===== src/rtl/pipeline_stall_ctrl.sv =====
// rtl/pipeline_stall_ctrl.sv - stall/flush sequencer for a 5-stage pipeline
// Merges ID-stage hazards with a data-cache miss handshake and counts frozen cycles.
module pipeline_stall_ctrl #(
  parameter int TIMEOUT = 1023,
  parameter int CNT_W   = 32
) (
  input  logic             clk_i,
  input  logic             rst_i,
  input  logic             load_use_i,
  input  logic             branch_taken_i,
  input  logic             dmem_req_i,
  input  logic             dmem_hit_i,
  input  logic             dmem_ack_i,
  output logic             mem_req_o,
  output logic             pc_write_o,
  output logic             ifid_write_o,
  output logic             ifid_flush_o,
  output logic             idex_bubble_o,
  output logic             exmem_write_o,
  output logic             memwb_write_o,
  output logic             err_o,
  output logic [CNT_W-1:0] stall_cnt_o
);

  typedef enum logic [1:0] {S_RUN, S_MEM_WAIT, S_ERR} state_e;

  localparam int WC_W = (TIMEOUT > 1) ? $clog2(TIMEOUT) : 1;
  localparam logic [WC_W-1:0]  WAIT_LAST = WC_W'(TIMEOUT - 1);
  localparam logic [WC_W-1:0]  WC_ONE    = WC_W'(1);
  localparam logic [CNT_W-1:0] CNT_ONE   = CNT_W'(1);
  localparam logic [CNT_W-1:0] CNT_MAX   = '1;

  state_e           state_q, state_d;
  logic [WC_W-1:0]  wait_cnt_q, wait_cnt_d;
  logic [CNT_W-1:0] stall_cnt_q, stall_cnt_d;
  logic             err_q, err_d;
  logic             mem_req_q, mem_req_d;
  logic             miss;

  assign miss = dmem_req_i & ~dmem_hit_i;

  always_comb begin
    state_d       = state_q;
    wait_cnt_d    = wait_cnt_q;
    err_d         = err_q;
    pc_write_o    = 1'b0;
    ifid_write_o  = 1'b0;
    ifid_flush_o  = 1'b0;
    idex_bubble_o = 1'b0;
    exmem_write_o = 1'b0;
    memwb_write_o = 1'b0;
    case (state_q)
      S_RUN: begin
        if (miss) begin
          state_d    = S_MEM_WAIT;
          wait_cnt_d = '0;
        end else if (branch_taken_i) begin
          pc_write_o    = 1'b1;
          ifid_write_o  = 1'b1;
          ifid_flush_o  = 1'b1;
          idex_bubble_o = 1'b1;
          exmem_write_o = 1'b1;
          memwb_write_o = 1'b1;
        end else if (load_use_i) begin
          idex_bubble_o = 1'b1;
          exmem_write_o = 1'b1;
          memwb_write_o = 1'b1;
        end else begin
          pc_write_o    = 1'b1;
          ifid_write_o  = 1'b1;
          exmem_write_o = 1'b1;
          memwb_write_o = 1'b1;
        end
      end
      // Whole pipe frozen; hazard inputs are irrelevant until the refill returns.
      S_MEM_WAIT: begin
        if (dmem_ack_i) begin
          state_d = S_RUN;
        end else if (wait_cnt_q == WAIT_LAST) begin
          state_d = S_ERR;
          err_d   = 1'b1;
        end else begin
          wait_cnt_d = wait_cnt_q + WC_ONE;
        end
      end
      S_ERR: begin
        state_d = S_ERR;
      end
      default: begin
        state_d = S_RUN;
      end
    endcase
  end

  assign stall_cnt_d = (!pc_write_o && stall_cnt_q != CNT_MAX) ? stall_cnt_q + CNT_ONE
                                                               : stall_cnt_q;
  assign mem_req_d   = (state_d == S_MEM_WAIT);

  always_ff @(posedge clk_i or posedge rst_i) begin
    if (rst_i) begin
      state_q     <= S_RUN;
      wait_cnt_q  <= '0;
      stall_cnt_q <= '0;
      err_q       <= 1'b0;
      mem_req_q   <= 1'b0;
    end else begin
      state_q     <= state_d;
      wait_cnt_q  <= wait_cnt_d;
      stall_cnt_q <= stall_cnt_d;
      err_q       <= err_d;
      mem_req_q   <= mem_req_d;
    end
  end

  assign mem_req_o   = mem_req_q;
  assign err_o       = err_q;
  assign stall_cnt_o = stall_cnt_q;

endmodule


===== config.mk =====
export PLATFORM = sky130hd
export DESIGN_NAME = pipeline_stall_ctrl
export DESIGN_NICKNAME = d
export VERILOG_FILES = /design/src/rtl/pipeline_stall_ctrl.sv
export SDC_FILE = /design/constraint.sdc
export NUM_CORES = 1
export LEC_CHECK = 0
export CORE_MARGIN = 3
export CORE_UTILIZATION = 46
export DETAILED_ROUTE_END_ITERATION = 7
export PLACE_DENSITY = 0.86
export SYNTH_ARGS = -nofsm -noshare
export SYNTH_HDL_FRONTEND = slang
export SYNTH_SLANG_ARGS = --single-unit

===== constraint.sdc =====
create_clock -name clk_i -period 1.6 [get_ports clk_i]
set_input_delay 0.32 -clock clk_i [delete_from_list [all_inputs] [get_ports clk_i]]
set_output_delay 0.32 -clock clk_i [all_outputs]
set_load 0.05 [all_outputs]

==> results.py, run 1 <==
metrics = {
    "logic_synthesis": {
        "synth_seq_cells": 46,
        "synth.avg_cell_area_um2": 10.5,
        "ys_warn_count": 0,
        "synth_mux_area_share_pct": 0.482,
        "synth_enable_flop_cells": 0,
        "syn-cell-area_um2": 2340,
        "ys.flop_type": "dfrtp_1",
        "synth_fa_ha_area_share_pct": 1.61,
        "synth-async-reset-ratio_pct": 100,
        "yosys.area_share.simple_pct": 26.4,
        "synth_cell_type_count": 44,
        "syn_inst": 223,
        "synth_seq_area_share_pct": 49.3,
        "synth_top_family_by_area": "simple AND/OR/NAND/NOR gates",
        "synth-compound-area-share_pct": 5.73,
        "synth-xor-area-share_pct": 13.5,
        "synth_fp_nets": 233,
    },
    "placed_design": {
        "placedInstanceArea_um2": 3860,
        "gp_congestion": 0.892,
        "io_buffers": 46,
        "dp_hpwl_mm": 5.43,
        "placedCellCount": 396,
    },
    "clocking": {
        "cts-root-buf": "clkbuf_8",
        "cts_sinks": 46,
        "cts_buffers": 5,
        "cts_buffer_depth": 2,
        "h-tree-depth": 2,
    },
    "floorplanning": {
        "die-width_um": 77.3,
        "die_h_um": 77.3,
        "rows": 25,
        "initial_core_util_pct": 48.5,
        "ios": 47,
    },
    "outcome": {
        "status": "stopped before the end",
        "stop_stage": "global routing (5_1_grt)",
        "stop_error": "[ERROR DPL-0033] detailed placement checks failed during check placement.",
    },
    "global_route": {
        "antenna_found_initial": 0,
        "grt_max_degree": 47,
    },
    "sta": {
        "worst_endpoint": "pc_write_o",
        "worstEndpointType": "primary output",
    },
}
Yosys cell counts, drive strengths merged, types with 2 or more instances:
cell type / number / share of area (%)
a21oi: 2 / 0.43
clkbuf: 2 / 0.32
o21ai: 7 / 1.5
ha: 3 / 1.6
dfrtp: 46 / 49
and4: 8 / 3.2
o31ai: 3 / 0.96
nor3: 4 / 1.3
nand2b: 2 / 0.54
nor3b: 3 / 0.96
and3: 7 / 2.0
nand3: 14 / 3.2
and2: 4 / 1.2
buf: 4 / 1.4
nor2: 21 / 3.4
nor4: 3 / 1.7
xnor2: 21 / 7.9
o2111ai: 2 / 0.75
nand4: 15 / 4.6
nand2: 18 / 3.0
or3: 2 / 0.54
inv: 8 / 1.3
xor2: 15 / 5.6
timing repair:
action	in CTS
gates cloned	1
setup buffers	19
hold buffers	0
setup endpoints to repair	49
pin swaps	37
gates resized for setup	53
endpoints found under the hold margin	0
stage by stage:
stage	util, %	setup TNS [ps]	hold slack (ps)	setup WS (ps)
floorplan	-	-4790	486	-240
global placement	80.2	-16590	456	-518
detailed placement	80.2	-20790	473	-601
CTS	89.1	-4120	378	-293
logic make-up after synthesis:
logic type	count (synthesis)
XOR/XNOR	36
AO/OA/AOI/OAI	19
flip-flops	46
multiplexers	1
adder cells (fa/ha/maj)	3
buffers and inverters	14
AND/OR/NAND/NOR	104
==> inputs of run 2 (changes only) <==
- CORE_UTILIZATION: 46 -> 40
- PLACE_DENSITY: 0.86 -> not set
- PLACE_DENSITY_LB_ADDON: not set -> 0.15
- clock period: 1.6 -> 2.1 ns (I/O delays scaled with it)
==> run 2 against run 1 <==
  * The run now ends clean
  * Synthesized area unchanged
  * Synthesized cell count unchanged
==> results.py, run 2 <==
metrics = {
    "clocking": {
        "cts_sinks": 46,
        "clock_insertion_delay_worst_skew_ps": 300,
        "cts_buffers": 5,
        "clk_pin_slew_worst_paths_ps": 80,
        "post_cts_buffers": 0,
        "cts_tree": "built",
        "h-tree-depth": 2,
        "cts-root-buf": "clkbuf_8",
        "cts_buffer_depth": 2,
    },
    "final_layout": {
        "instances_no_fill": 357,
        "final_common_cell": "dfrtp_1",
        "layout-drive-gt1-share_pct": 17.2,
        "stdcell_area_um2": 3130,
        "largest_reg_flops": 32,
        "final_cell_mix": "46 x dfrtp_1, 38 x clkdlybuf4s50_1, 21 x xnor2_1",
        "area_growth_syn_to_layout_pct": 34.0,
        "final_nets": 296,
        "num_antenna_cells": 0,
    },
    "power_and_ir_drop": {
        "pwr-share-comb_pct": 34.6,
        "p_leak_nw": 1.42,
        "netSwitchingFraction_pct": 36.4,
        "ir_drop_uv": 454,
        "p_int_mw": 1.57,
        "totalPowerFinal_mw": 2.47,
        "power_frac_clock_pct": 21.8,
        "power.switching_uw": 898,
        "powerDensity_nw_per_um2": 788,
        "seq_power_share_pct": 43.6,
    },
    "placed_design": {
        "io_buffers": 46,
        "dp_hpwl_mm": 3.62,
        "placedInstanceArea_um2": 3040,
        "placedCellCount": 351,
        "gp_congestion": 0.818,
    },
    "floorplanning": {
        "die_h_um": 82.4,
        "coreArea_um2": 5570,
        "die-width_um": 82.4,
        "rows": 27,
        "ios": 47,
        "initial_core_util_pct": 41.9,
        "dieArea_um2": 6800,
    },
    "global_route": {
        "grt-ovfl-total": 0,
        "grt_pass1_vias": 1775,
        "grt_max_degree": 47,
        "grt_usage_pct": 15.7,
        "grt_pass1_wl_mm": 8.11,
        "antenna_found_initial": 0,
    },
    "critical_path": {
        "cp_num_buf_inv": 1,
        "crit_path_top_delay_cell": "clkdlybuf4s50_1",
        "end_kind": "primary output",
        "critical_path_depth": 1,
        "start_kind": "register",
        "required_ps": 1680,
        "path_cells": "clkdlybuf4s50_1",
        "critPathMaxStageDelay_ps": 840,
        "worst-setup-path-type": "reg -> out",
        "worst_r2r_path_depth": 5,
        "worstPathMaxFanout": 6,
        "crit_family": "buffers and inverters",
        "arrival_ps": 1610,
    },
    "logic_synthesis": {
        "synth-xor-area-share_pct": 13.5,
        "syn_inst": 223,
        "synth_seq_cells": 46,
        "synth-async-reset-ratio_pct": 100,
        "ys.flop_type": "dfrtp_1",
        "synth_cell_type_count": 44,
        "synth_top_area_share_pct": 49.3,
        "synth_mux_area_share_pct": 0.482,
        "synth_fp_nets": 233,
        "yosys.area.top_type": "dfrtp_1",
        "synth_top_family_by_area": "simple AND/OR/NAND/NOR gates",
        "ys_warn_count": 0,
        "synth_most_common_cell": "dfrtp_1",
        "synth_seq_area_share_pct": 49.3,
        "synth_fa_ha_area_share_pct": 1.61,
        "synth_common_cells": "46 x dfrtp_1, 21 x nor2_1, 21 x xnor2_1, 17 x nand2_1, 15 x xor2_1",
        "yosys.area_share.simple_pct": 26.4,
        "synth_enable_flop_cells": 0,
        "synth.avg_cell_area_um2": 10.5,
        "synth-compound-area-share_pct": 5.73,
        "syn-cell-area_um2": 2340,
        "synth_area_leaders": "dfrtp_1 49%, xnor2_1 7.9%, xor2_1 5.6%, nand4_1 3.5%, nor2_1 3.4%",
    },
    "sta": {
        "finalCritPeriodShare_pct": 96.9,
        "timing.final.crit_period_ps": 2030,
        "worst_pin_slew_ps": 501,
        "max_freq_mhz": 492,
        "slew_viol_final": 0,
        "slew-limit-headroom_pct": 66.5,
        "rsz0062_at_grt": "no",
        "finalHoldViolCount": 0,
        "fin_worst_skew_ps": 8.35,
        "hold_ws_ps": 460,
        "setup_violations": 0,
    },
    "job": {
        "cap_violations": 0,
    },
    "routing": {
        "first_pass_iters": 4,
        "vias": 1833,
        "wl_per_cell_um": 13.7,
        "ant_nets": 0,
        "drc_errors": 0,
        "drt_iter0_drc": 55,
        "totalWireLength_mm": 4.89,
        "viasPerCell": 5.13,
    },
    "hold_path": {
        "hp-class": "in -> async",
    },
    "outcome": {
        "status": "finished, final reports clean",
    },
}
## run 2: power groups by stage
stage	combinational [mW]	clock (mW)	sequential (mW)
2_1_floorplan	0.297	0	1.33
3_3_place_gp	0.850	0	1.09
5_1_grt	0.914	0.581	1.09
4_1_cts	0.864	0.549	1.08
6_report	0.854	0.538	1.08
3_5_place_dp	0.859	0	1.10
## run 2: stage by stage
step | worst slack [ps] | util [%] | TNS, ps
6_report | 65.6 | 56.2 | 0
5_1_grt | 5.55 | 56.2 | 0
4_1_cts | 9.74 | 56.2 | 0
3_5_place_dp | -145 | 54.6 | -1200
3_3_place_gp | -134 | 54.6 | -1050
2_1_floorplan | 17.8 | - | 0
## run 2: per-layer routing
| metal | part of all wire [%] | track usage (%) | wire, um |
|---|---|---|---|
| met1 | 48 | 20.6 | 2340 |
| met2 | 45 | 24.1 | 2180 |
| met3 | 5.8 | 4.12 | 286 |
| met4 | 1.8 | 7.14 | 88 |
| met5 | 0 | 0 | 0 |
## run 2: area by class of cell
cell class / instances / area (um^2)
fill: 489 / 2440
sequential: 46 / 1150
multi-input combinational: 163 / 1120
timing repair buffer: 62 / 654
tap: 72 / 90.1
clock buffer: 6 / 82.6
inverter: 8 / 32.5
## run 2: worst min-delay path: stages
cell and delay [ps]:
clkdlybuf4s50_1 400, clkinv_1 70, buf_12 240
## run 2: final timing paths
| kind | from | endpoint | slack (ps) |
|---|---|---|---|
| min reg2reg | err_o | err_o | 480 |
| max | stall_cnt_o[26] | stall_cnt_o[26] | 70 |
| max in group asynchronous | rst_i | stall_cnt_o[4] | 1420 |
| min in group clk_i | err_o | err_o | 480 |
| max reg2reg | stall_cnt_o[0] | stall_cnt_o[29] | 170 |
| min | rst_i | stall_cnt_o[18] | 460 |
## run 2: kinds of logic (layout without fill, tap and decap cells)
| group | count (synthesis) | after routing |
|---|---|---|
| buf+inv | 14 | 76 |
| mux | 1 | 1 |
| simple gates | 104 | 104 |
| compound gates | 19 | 19 |
| flops | 46 | 46 |
| xor+xnor | 36 | 36 |
| fa+ha+maj | 3 | 3 |
## run 2: timing repair
item                                    CTS  global route
hold buffers                              0             0
endpoints found under the hold margin     0             0
pin swaps                                 1             1
endpoints found under the setup margin    2             2
gates resized for setup                   3             1
(Power assumes the default switching activity.)
==> inputs of run 3 (changes only) <==
- ABC_AREA: not set -> 1
- ABC_CLOCK_PERIOD_IN_PS: not set -> 2100
- REMOVE_ABC_BUFFERS: not set -> 1
==> run 3 against run 2 <==
  * Combinational power down 96%
  * Final cell count rose by 72%
  * Setup slack got worse by 16 ps
  * Synthesized cell count increased by 110%
  * Clock skew about the same
  * Maximum frequency fell by 0.79%
  * Register-to-register slack gained 200 ps
  * Synthesized area increased by 30%
  * Clock-buffer cell count is 1 higher
  * Die area increased by 28%
  * Critical path type unchanged
  * Largest power group unchanged
  * Highest routed layer unchanged
==> results.py, run 3 <==
metrics = {
    "outcome": {
        "status": "finished, final reports clean",
    },
    "power_and_ir_drop": {
        "powerDensity_nw_per_um2": 398,
        "ir_drop_uv": 210,
        "totalPowerFinal_mw": 1.49,
        "p_leak_nw": 1.76,
    },
    "global_route": {
        "grt_pass1_wl_mm": 12.3,
        "grt-ovfl-total": 0,
        "grt_max_degree": 28,
        "antenna_found_initial": 0,
        "grt_usage_pct": 17.5,
        "grt_pass1_vias": 2677,
    },
    "final_layout": {
        "layout-drive-gt1-share_pct": 8.74,
        "fillers": 738,
        "final_nets": 524,
        "final_cell_mix": "203 x nand2_1, 60 x nor2_1, 46 x dfrtp_1",
        "largest_reg_flops": 32,
        "final_common_cell": "nand2_1",
        "regArea_um2": 1150,
        "instances_no_fill": 614,
        "multi_input_area_um2": 1630,
        "area_growth_syn_to_layout_pct": 23.3,
        "num_antenna_cells": 0,
        "stdcell_area_um2": 3750,
    },
    "routing": {
        "first_pass_iters": 4,
        "drc_errors": 0,
        "vias": 2925,
        "totalWireLength_mm": 7.30,
        "drt_iter0_drc": 70,
        "ant_nets": 0,
        "wl_per_cell_um": 11.9,
        "viasPerCell": 4.76,
    },
    "logic_synthesis": {
        "ys_warn_count": 0,
        "synth_enable_flop_cells": 0,
        "synth.avg_cell_area_um2": 6.60,
        "syn_inst": 461,
        "synth_most_common_cell": "nand2_1",
        "synth_seq_area_share_pct": 37.8,
        "synth-async-reset-ratio_pct": 100,
        "synth_top_area_share_pct": 37.8,
        "synth_cell_type_count": 28,
        "synth_seq_cells": 46,
        "ys.flop_type": "dfrtp_1",
        "yosys.area.top_type": "dfrtp_1",
        "synth_area_leaders": "dfrtp_1 38%, nand2_1 25%, nor2_1 7.4%, inv_1 5.3%, nand3_1 4.9%",
        "syn-cell-area_um2": 3040,
        "synth_common_cells": "203 x nand2_1, 60 x nor2_1, 46 x dfrtp_1, 43 x inv_1, 30 x nand3_1",
    },
    "critical_path": {
        "crit_family": "buffers and inverters",
        "cp_num_buf_inv": 1,
        "worstPathMaxFanout": 7,
        "path_cells": "clkdlybuf4s50_1",
        "arrival_ps": 1630,
        "crit_path_top_delay_cell": "clkdlybuf4s50_1",
        "worst-setup-path-type": "reg -> out",
        "start_kind": "register",
        "required_ps": 1680,
        "end_kind": "primary output",
        "critPathMaxStageDelay_ps": 850,
    },
    "clocking": {
        "cts-hold-fix-buffers": 0,
        "cts-root-buf": "clkbuf_8",
        "cts_buffers": 5,
        "cts_buffer_depth": 2,
        "clock_insertion_delay_worst_skew_ps": 300,
        "cts_tree": "built",
        "h-tree-depth": 2,
        "clk_pin_slew_worst_paths_ps": 90,
        "cts_sinks": 46,
    },
    "sta": {
        "tns_ps": 0,
        "slew-limit-headroom_pct": 66.0,
        "worst_pin_slew_ps": 508,
        "max_freq_mhz": 488,
        "finalHoldViolCount": 0,
        "slew_viol_final": 0,
        "timing.final.crit_period_ps": 2050,
        "rsz0062_at_grt": "no",
        "finalCritPeriodShare_pct": 97.6,
        "setup_violations": 0,
        "fin_worst_skew_ps": 8.51,
        "setup_ws_ps": 49.4,
    },
    "floorplanning": {
        "dieArea_um2": 8690,
        "initial_core_util_pct": 41.5,
        "coreArea_um2": 7330,
        "rows": 31,
        "die-width_um": 93.2,
        "die_h_um": 93.2,
        "ios": 47,
    },
    "placed_design": {
        "post-place-ws_ps": 109,
        "io_buffers": 46,
        "dp_hpwl_mm": 5.74,
        "placedCellCount": 606,
        "gp_congestion": 0.894,
        "placedInstanceArea_um2": 3650,
    },
    "hold_path": {
        "hp-class": "in -> async",
    },
    "job": {
        "cap_violations": 0,
    },
}
run 3: path summary, 6_finish.rpt:
check                      cells past startpoint            start  slack (ps)              end
setup reg to reg                              10   stall_cnt_o[0]         370   stall_cnt_o[2]
max in group asynchronous                      3            rst_i        1180    wait_cnt_q[9]
hold / removal                                 2            rst_i         430  stall_cnt_o[10]
hold reg to reg                                2            err_o         480            err_o
setup / recovery                               1  stall_cnt_o[15]          50  stall_cnt_o[15]
min in group clk_i                             2            err_o         480            err_o
run 3: cell type report:
type                            instances  area share [%]
Clock buffer                            7            2.30
Clock inverter                          1           0.133
Inverter                               47            4.77
Multi-Input combinational cell        359            43.5
Sequential cell                        46            30.7
Tap cell                               99            3.30
Timing Repair Buffer                   55            15.3
run 3: cell families (layout without fill, tap and decap cells):
logic type / Yosys count / in the layout / synth area share [%]
AND/OR/NAND/NOR: 321 / 321 / 44.7
buffers and inverters: 56 / 110 / 8.63
flip-flops: 46 / 46 / 37.8
AO/OA/AOI/OAI: 22 / 22 / 3.86
XOR/XNOR: 13 / 13 / 3.74
adder cells (fa/ha/maj): 3 / 3 / 1.23
run 3: layer usage:
| layer | wire length (um) | GRT usage, % | vias up |
|---|---|---|---|
| met5 | 0 | 0 | - |
| met4 | 155 | 6.23 | 0 |
| met3 | 211 | 3.06 | 13 |
| met2 | 3620 | 31.4 | 44 |
| met1 | 3320 | 20.7 | 1340 |
| li1 | - | - | 1528 |
run 3: per-stage QoR:
| stage | hold WS (ps) | utilization [%] |
|---|---|---|
| finish | 433 | 51.2 |
| global route | 490 | 51.2 |
| CTS | 446 | 51.1 |
| detailed placement | 464 | 49.9 |
| global placement | 454 | 49.9 |
| floorplan | 457 | - |
run 3: repair_timing:
item | in CTS | in global routing
buffers inserted | 0 | 0
endpoints found under the setup margin | 0 | 2
resized for setup | 0 | 2
run 3: where the power goes:
group | leakage (nW) | total, mW | internal [mW] | switching [mW]
sequential | 0.602 | 0.885 | 0.885 | 0
combinational | 1.11 | 0.0355 | 0.0143 | 0.0213
clock | 0.0482 | 0.573 | 0.266 | 0.307
total | 1.76 | 1.49 | 1.17 | 0.328
==> inputs of run 4 (changes only) <==
- SETUP_SLACK_MARGIN: not set -> 0.05
==> run 4 against run 3 <==
  * Clock power barely moved
  * Total power fell by 0.14%
  * Non-clock buffer count did not move
  * Maximum frequency rose by 1.8%
  * Final cell count did not move
  * Clock skew barely moved
  * Setup slack improved by 36 ps
  * Core utilization rose by 0.39 points
  * Sequential share of layout area fell by 0.23 points
  * First-iteration DRC count fell by 2.9%
  * Wire length rose by 0.59%
  * Largest cell class unchanged
  * Highest routed layer unchanged
==> results.py, run 4 (same netlist as run 3, synthesis figures left out) <==
metrics = {
    "power_and_ir_drop": {
        "p_leak_nw": 2.00,
        "ir_drop_uv": 209,
        "seq_power_share_pct": 59.3,
        "power_frac_clock_pct": 38.3,
        "netSwitchingFraction_pct": 21.9,
        "pwr-share-comb_pct": 2.4,
        "power.switching_uw": 326,
        "p_int_mw": 1.17,
        "powerDensity_nw_per_um2": 394,
    },
    "global_route": {
        "antenna_found_initial": 0,
        "grt_pass1_vias": 2677,
        "grt_pass1_wl_mm": 12.3,
        "grt_max_degree": 28,
        "grt-ovfl-total": 0,
        "grt_usage_pct": 17.5,
    },
    "critical_path": {
        "critPathMaxStageDelay_ps": 840,
        "worst-setup-path-type": "reg -> out",
        "critical_path_depth": 1,
        "required_ps": 1680,
        "arrival_ps": 1590,
        "cp_num_buf_inv": 1,
        "crit_family": "buffers and inverters",
        "crit_path_top_delay_cell": "clkdlybuf4s50_1",
        "end_kind": "primary output",
        "worst_r2r_path_depth": 10,
        "path_cells": "clkdlybuf4s50_1",
        "worstPathMaxFanout": 6,
        "start_kind": "register",
    },
    "clocking": {
        "cts-root-buf": "clkbuf_8",
        "cts-hold-fix-buffers": 0,
        "cts_sinks": 46,
        "h-tree-depth": 2,
        "clk_pin_slew_worst_paths_ps": 90,
        "cts_tree": "built",
        "clock_insertion_delay_worst_skew_ps": 300,
        "cts_buffers": 5,
        "cts_buffer_depth": 2,
    },
    "routing": {
        "vias": 2947,
        "ant_nets": 0,
        "viasPerCell": 4.80,
        "totalWireLength_mm": 7.35,
        "first_pass_iters": 4,
        "wl_per_cell_um": 12.0,
        "drc_errors": 0,
        "drt_iter0_drc": 68,
    },
    "final_layout": {
        "final_nets": 524,
        "num_antenna_cells": 0,
        "area_growth_syn_to_layout_pct": 24.2,
        "fin_util_pct": 51.6,
        "final_common_cell": "nand2_1",
        "regArea_um2": 1150,
        "final_cell_mix": "203 x nand2_1, 59 x nor2_1, 46 x dfrtp_1",
        "stdcell_area_um2": 3780,
        "largest_reg_flops": 32,
        "layout-drive-gt1-share_pct": 8.93,
        "instances_no_fill": 614,
        "fillers": 737,
        "multi_input_area_um2": 1640,
    },
    "outcome": {
        "status": "finished, final reports clean",
    },
    "sta": {
        "slew_viol_final": 0,
        "finalHoldViolCount": 0,
        "finalCritPeriodShare_pct": 95.9,
        "fin_worst_skew_ps": 8.84,
        "timing.final.crit_period_ps": 2010,
        "setup_ws_ps": 85.5,
        "tns_ps": 0,
        "setup_violations": 0,
        "max_freq_mhz": 496,
        "slew-limit-headroom_pct": 65.7,
        "rsz0062_at_grt": "yes",
        "worst_pin_slew_ps": 513,
    },
    "placed_design": {
        "gp_congestion": 0.894,
        "post-place-ws_ps": 109,
        "io_buffers": 46,
        "dp_hpwl_mm": 5.74,
        "placedInstanceArea_um2": 3650,
        "placedCellCount": 606,
    },
    "job": {
        "cap_violations": 0,
    },
    "floorplanning": {
        "initial_core_util_pct": 41.5,
        "coreArea_um2": 7330,
        "die_h_um": 93.2,
        "dieArea_um2": 8690,
        "rows": 31,
        "ios": 47,
        "die-width_um": 93.2,
    },
    "hold_path": {
        "hp-class": "in -> async",
    },
}
==> run 4: cell types whose count changed in the layout (fill, tap and decap cells not counted), sizes merged <==
cell,delta
dlygate4sd2,+3
clkdlybuf4s50,-15
dlymetal6s2s,+12
==> run 4: cell type report <==
class                      count  area share [%]
clock buffer                   7            2.28
timing repair buffer          55            15.9
sequential                    46            30.4
inverter                      47            4.73
multi-input combinational    359            43.3
clock inverter                 1           0.132
tap                           99            3.28
==> run 4: final timing paths <==
check                      slack [ps]             from              end
min in group clk_i                480            err_o            err_o
hold / removal                    430            rst_i  stall_cnt_o[10]
setup / recovery                   90  stall_cnt_o[23]  stall_cnt_o[23]
hold reg to reg                   480            err_o            err_o
max in group asynchronous        1180            rst_i    wait_cnt_q[9]
setup reg to reg                  370   stall_cnt_o[0]   stall_cnt_o[2]
==> run 4: power by group through the flow <==
stage	logic, mW	clock network (mW)	registers (mW)
finish	0.0357	0.571	0.885
global placement	0.0370	0	0.903
floorplan	0.0151	0	0.903
CTS	0.0372	0.599	0.885
global route	0.0416	0.622	0.885
detailed placement	0.0371	0	0.903
==> run 4: stage by stage <==
| step | power (mW) | hold slack [ps] |
|---|---|---|
| after detailed placement | 0.940 | 464 |
| final | 1.49 | 433 |
| after CTS | 1.52 | 446 |
| after global routing | 1.55 | 490 |
| after floorplan | 0.918 | 457 |
| after global placement | 0.940 | 454 |
==> run 4: repair_timing <==
action	in CTS	in global routing
cloned	0	0
setup endpoints to repair	3	15
setup buffers	0	0
pin swaps	0	0
gates resized for setup	3	15
==> run 4: per-layer routing <==
layer	wire (um)	track usage, %	vias up
li1	-	-	1530
met1	3320	20.7	1362
met2	3630	31.4	42
met3	238	3.06	13
met4	162	6.23	0
met5	0	0	-
